--- src/rtl/trace_step_ctrl.sv ---
// trace_step_ctrl: run/step/breakpoint controller for a single-issue core.
// The core is gated through oCpuEn. Every cycle in which oCpuEn is high
// retires one instruction, and that {PC, instruction} pair is pushed into a
// circular trace buffer that can be read back combinationally, oldest first.
// oState exposes the FSM encoding for debug (0 HALT, 1 RUN, 2 STEP, 3 BREAK).
module trace_step_ctrl #(
    parameter int XLEN   = 32,
    parameter int DEPTH  = 16,
    parameter int NUM_BP = 2
) (
    input  logic                       clock,
    input  logic                       reset,
    input  logic [1:0]                 iMode,
    input  logic                       iStep,
    input  logic [NUM_BP-1:0]          iBpEn,
    input  logic [NUM_BP*XLEN-1:0]     iBpAddr,
    input  logic [XLEN-1:0]            iPC,
    input  logic [31:0]                iInstruction,
    input  logic [$clog2(DEPTH)-1:0]   iTraceIdx,
    output logic                       oCpuEn,
    output logic                       oHalted,
    output logic [NUM_BP-1:0]          oBpHit,
    output logic [XLEN-1:0]            oTracePC,
    output logic [31:0]                oTraceInstr,
    output logic [$clog2(DEPTH):0]     oTraceCount,
    output logic                       oTraceOvf,
    output logic [XLEN-1:0]            oCycleCount,
    output logic [1:0]                 oState
);

    localparam int IW = $clog2(DEPTH);
    localparam logic [IW:0] FULL_COUNT = (IW + 1)'(DEPTH);

    typedef enum logic [1:0] {
        S_HALT  = 2'd0,
        S_RUN   = 2'd1,
        S_STEP  = 2'd2,
        S_BREAK = 2'd3
    } state_t;

    state_t state;
    state_t stateNext;

    // Mode decode; the unused encoding 11 behaves exactly like HALT.
    logic modeRun;
    logic modeStep;
    logic modeHalt;

    assign modeRun  = (iMode == 2'b01);
    assign modeStep = (iMode == 2'b10);
    assign modeHalt = !modeRun && !modeStep;

    // Step button edge detector.
    logic stepPrev;
    logic stepEdge;

    assign stepEdge = iStep && !stepPrev;

    // Skip flag lets the breakpointed instruction retire once after resuming.
    logic skip;
    logic setSkip;

    // Breakpoint comparators.
    logic [NUM_BP-1:0] bpEqual;
    logic [NUM_BP-1:0] bpMatchVec;
    logic              bpMatch;

    // Trace storage and bookkeeping.
    logic [XLEN-1:0] pcMem    [DEPTH];
    logic [31:0]     instrMem [DEPTH];
    logic [IW-1:0]   wrPtr;
    logic [IW-1:0]   oldestPtr;
    logic [IW-1:0]   rdAddr;
    logic            rdInRange;

    // Compare every enabled breakpoint PC against the current PC.
    always_comb begin
        bpEqual = '0;
        for (int k = 0; k < NUM_BP; k++) begin
            bpEqual[k] = iBpEn[k] && (iBpAddr[k*XLEN +: XLEN] == iPC);
        end
    end

    // A match only counts while running and not skipping the resumed instruction.
    assign bpMatchVec = (state == S_RUN && !skip) ? bpEqual : '0;
    assign bpMatch    = |bpMatchVec;

    // FSM state register.
    always_ff @(posedge clock or posedge reset) begin
        if (reset) begin
            state <= S_HALT;
        end else begin
            state <= stateNext;
        end
    end

    // FSM next-state logic; a mode change out of RUN wins over a breakpoint.
    always_comb begin
        stateNext = state;
        setSkip   = 1'b0;
        case (state)
            S_HALT: begin
                if (modeRun) begin
                    stateNext = S_RUN;
                end else if (modeStep && stepEdge) begin
                    stateNext = S_STEP;
                end
            end
            S_RUN: begin
                if (!modeRun) begin
                    stateNext = S_HALT;
                end else if (bpMatch) begin
                    stateNext = S_BREAK;
                end
            end
            S_STEP: begin
                stateNext = S_HALT;
            end
            S_BREAK: begin
                if (modeHalt) begin
                    stateNext = S_HALT;
                end else if (stepEdge && modeRun) begin
                    stateNext = S_RUN;
                    setSkip   = 1'b1;
                end else if (stepEdge && modeStep) begin
                    stateNext = S_STEP;
                end
            end
            default: begin
                stateNext = S_HALT;
            end
        endcase
    end

    // FSM outputs; a breakpoint hit gates the core in the same cycle.
    always_comb begin
        oCpuEn  = 1'b0;
        oHalted = 1'b0;
        case (state)
            S_HALT:  oHalted = 1'b1;
            S_RUN:   oCpuEn  = !bpMatch;
            S_STEP:  oCpuEn  = 1'b1;
            S_BREAK: oHalted = 1'b1;
            default: oHalted = 1'b1;
        endcase
    end

    assign oState = state;

    // Sample the step button once per cycle for edge detection.
    always_ff @(posedge clock or posedge reset) begin
        if (reset) begin
            stepPrev <= 1'b0;
        end else begin
            stepPrev <= iStep;
        end
    end

    // Skip flag: armed on resume from BREAK, cleared by the first retired instruction.
    always_ff @(posedge clock or posedge reset) begin
        if (reset) begin
            skip <= 1'b0;
        end else if (setSkip) begin
            skip <= 1'b1;
        end else if (oCpuEn) begin
            skip <= 1'b0;
        end
    end

    // Sticky breakpoint hit flags, one per comparator.
    always_ff @(posedge clock or posedge reset) begin
        if (reset) begin
            oBpHit <= '0;
        end else begin
            oBpHit <= oBpHit | bpMatchVec;
        end
    end

    // Retired-cycle counter, wraps naturally at 2^XLEN.
    always_ff @(posedge clock or posedge reset) begin
        if (reset) begin
            oCycleCount <= '0;
        end else if (oCpuEn) begin
            oCycleCount <= oCycleCount + 1'b1;
        end
    end

    // Trace write pointer, fill count and overflow flag.
    always_ff @(posedge clock or posedge reset) begin
        if (reset) begin
            wrPtr       <= '0;
            oTraceCount <= '0;
            oTraceOvf   <= 1'b0;
        end else if (oCpuEn) begin
            wrPtr <= wrPtr + 1'b1;
            if (oTraceCount != FULL_COUNT) begin
                oTraceCount <= oTraceCount + 1'b1;
            end else begin
                oTraceOvf <= 1'b1;
            end
        end
    end

    // Trace storage; contents survive reset, only the count is cleared.
    always_ff @(posedge clock) begin
        if (oCpuEn) begin
            pcMem[wrPtr]    <= iPC;
            instrMem[wrPtr] <= iInstruction;
        end
    end

    // Until the buffer wraps the oldest entry is slot 0; afterwards it is
    // the slot the next write will overwrite.
    assign oldestPtr = (oTraceCount == FULL_COUNT) ? wrPtr : '0;
    assign rdAddr    = oldestPtr + iTraceIdx;
    assign rdInRange = ({1'b0, iTraceIdx} < oTraceCount);

    // Combinational trace read, zero for indices past the valid entries.
    always_comb begin
        oTracePC    = '0;
        oTraceInstr = '0;
        if (rdInRange) begin
            oTracePC    = pcMem[rdAddr];
            oTraceInstr = instrMem[rdAddr];
        end
    end

endmodule

--- config.mk ---
export PLATFORM = sky130hd
export DESIGN_NAME = trace_step_ctrl
export DESIGN_NICKNAME = d
export VERILOG_FILES = /design/src/rtl/trace_step_ctrl.sv
export SDC_FILE = /design/constraint.sdc
export NUM_CORES = 1
export LEC_CHECK = 0
export CORE_UTILIZATION = 25
export CTS_CLUSTER_SIZE = 24
export DETAILED_ROUTE_END_ITERATION = 16
export GPL_ROUTABILITY_DRIVEN = 0
export SYNTH_ARGS = -nofsm -noshare
export SYNTH_HDL_FRONTEND = slang
export SYNTH_SLANG_ARGS = --single-unit
--- constraint.sdc ---
create_clock -name clock -period 7.1 [get_ports clock]
set_clock_uncertainty 0.05 [all_clocks]
set_input_delay 1.42 -clock clock [delete_from_list [all_inputs] [get_ports clock]]
set_output_delay 1.42 -clock clock [all_outputs]
set_load 0.02 [all_outputs]
==> impl_metrics.yaml <==
flow_run:
  cap_violations: 0
logic_synthesis:
  synthSimpleGateAreaFrac: 0.0289
  synth_common_cells: "edfxtp_1 (1024), mux4_2 (256), a211oi_1 (128)"
  synth_fa_ha_area_frac: 0.00607
  ys.flop_type: "edfxtp_1"
  synth_top_cell_by_area: "edfxtp_1"
  netlist_area_um2: 42400
  synth_top_family_by_area: "multiplexers"
  synth_edf_count: 1024
  ys_seq_elements: 1072
  syn-num-nets: 2145
  synth.area.top_cells: "edfxtp_1 (72%), mux4_2 (14%), dfrtp_1 (2.8%)"
  synth_compound_area_frac: 0.0257
  ys.warnings.count: 0
  yosys.cell_types.count: 49
  synthXorXnorAreaFrac: 0.0215
  async_reset_ff_frac: 0.0448
  synth.area.mux_share: 0.152
  synth_area_per_cell_um2: 21.4
  yosys.area.top_type_share: 0.724
  synthCells: 1986
  synth_seq_area_share: 0.753
  synth_most_common_cell: "edfxtp_1"
die:
  rows: 150
  dieArea_um2: 171000
  die_width_um: 414
  start_util: 0.253
  io_pins: 247
  die_h_um: 414
  fp.coreArea_um2: 168000
grt:
  grt_pass1_vias: 22136
  track_usage: 0.128
  gr-total-overflow: 0
  grt_pass1_wl_mm: 159
  antenna_found_initial: 7
  grt_max_degree: 69
setup_path:
  criticalPathCategory: "in -> out"
  crit_path_max_fanout: 15
  cp_data_required_time_ns: 5.63
  crit_arrival_ns: 5.16
  cp-start-kind: "input port"
  worstSetupEndpointType: "output port"
timing:
  whs_ns: 0.418
  tns_ns: 0
  fin_crit_sh: 0.934
  setup_viol: 0
  hold_viol_final: 0
  rsz0062_at_grt: "false"
  slew_viol_final: 0
  worst_pin_slew_ns: 1.10
  fmaxAchievable_mhz: 151
  max_slew_margin: 0.269
  period_minus_slack_ns: 6.63
placed_design:
  post_dp_cell_area_um2: 48700
  port_buffers: 246
  dp.cells: 4445
  dp_hpwl_mm: 66.8
layout:
  fillers: 16156
  nNetsFinal: 2510
  multi_input_area_um2: 10100
  design_area_um2: 52100
  regArea_um2: 32000
  syn_to_final_growth_pct: 22.8
  final_cells: 4655
  drive_gt1_frac: 0.224
routing:
  dr.pass1.iters: 7
  drt-total-wl_mm: 111
  drc: 0
  num_vias: 21008
  route.detailed.wl_per_inst_um: 23.8
  via_per_inst: 4.51
  drt_iter0_drc: 1742
  ant_nets: 0
power:
  total_power_mw: 16.0
  p_leak_nw: 16.2
  power.density_nw_per_um2: 307
  ir_drop_v: 0.000198
outcome:
  outcome: "complete, no violations"
clock_tree:
  numCtsBuffers: 108
  clkTransAtPathRegs_ns: 0.06
  worst_skew_pair.late_latency_ns: 0.71
  cts-hold-fix-buffers: 0
  clk_path_buf_depth: 3
  cts_root_buf: "clkbuf_16"
  h-tree-depth: 3
  post_cts_buffers: 0
  ctsResizeCount: 0
  cts_sinks: 1072
  cts_tree: "built"
worst_hold_path:
  min_path_type: "reg -> reg"
[area by class of cell]
class | instances | share of cell area
flip-flops and latches | 1072 | 0.613
clock buffers | 143 | 0.0546
multi-input cells | 793 | 0.193
inverters | 15 | 0.00108
clock inverters | 61 | 0.0112
repair buffers | 361 | 0.0738
well taps | 2204 | 0.0529
diodes | 6 | 0.000288
[path summary, 6_finish.rpt]
kind / from / end / slack (ns) / cells past startpoint
worst max-delay path: iTraceIdx[0] / oTracePC[19] / 0.47 / 9
worst min-delay path: oBpHit[1] / oBpHit[1] / 0.42 / 1
worst max register to register: oState[1] / instrMem[1][16] / 3.49 / 9
worst min register to register: oBpHit[1] / oBpHit[1] / 0.42 / 1
max in group asynchronous: reset / oCycleCount[0] / 5.02 / 2
min in group asynchronous: reset / wrPtr[3] / 1.28 / 2
[power breakdown]
part / switching [mW] / internal (mW) / total, mW
registers: 0.126 / 7.29 / 7.42
clock network: 2.45 / 3.06 / 5.51
logic: 1.80 / 1.26 / 3.06
[placed cells by master (no fill, tap or decap), types with 5 or more instances in the layout]
cell type | synthesis | layout
a211oi_1 | 128 | 128
and2b_1 | 10 | 10
and3_1 | 20 | 5
and3_4 | 0 | 15
buf_12 | 0 | 42
buf_4 | 5 | 74
bufinv_16 | 0 | 6
clkbuf_1 | 63 | 34
clkbuf_16 | 0 | 108
clkdlybuf4s50_1 | 0 | 245
clkinv_1 | 0 | 28
clkinv_2 | 0 | 12
dfrtp_1 | 48 | 48
diode_2 | 0 | 6
edfxtp_1 | 1024 | 1024
ha_1 | 19 | 18
inv_1 | 15 | 14
mux2i_1 | 64 | 64
mux4_2 | 256 | 256
nand2_1 | 16 | 16
nand3_1 | 11 | 11
nand4_1 | 28 | 28
nor2_1 | 11 | 10
nor2b_1 | 58 | 58
nor3_1 | 9 | 8
nor4_1 | 10 | 10
o21ai_0 | 6 | 6
xnor2_1 | 76 | 75
xor2_1 | 28 | 27
[per-layer routing]
layer  vias up  routed length, um  track usage
met5         -                 37            0
met4         6               4000       0.0445
met3       163               5180       0.0254
met2       562              56100        0.221
met1     11212              45300        0.158
li1       9065                  -            -
[sequential cells by signal (all words and copies together), names as in the netlist]
| register | count |
|---|---|
| instrMem | 512 |
| oBpHit | 2 |
| oCycleCount | 32 |
| oState | 2 |
| oTraceCount | 5 |
| oTraceOvf | 1 |
| pcMem | 512 |
| skip | 1 |
| stepPrev | 1 |
| wrPtr | 4 |
[critical path: stages]
cell and delay [ns]:
clkdlybuf4s50_1 0.47, ha_4 0.20, fa_4 0.51, xor2_4 0.68, buf_4 0.32, a211oi_1 0.08, a211oi_1 0.65, buf_4 0.22
clkdlybuf4s50_1 0.59
[through the flow]
| stage | utilization | setup slack, ns |
|---|---|---|
| floorplan | - | 1.57 |
| global placement | 0.290 | 0.211 |
| detailed placement | 0.290 | 0.252 |
| CTS | 0.311 | 0.229 |
| global route | 0.311 | 0.206 |
| finish | 0.311 | 0.466 |
[cells by family after synthesis]
| family | count (synthesis) |
|---|---|
| compound gates | 148 |
| xor+xnor | 104 |
| fa+ha+maj | 20 |
| buf+inv | 121 |
| flops | 1072 |
| mux | 323 |
| simple gates | 198 |
(Power assumes the default switching activity.)
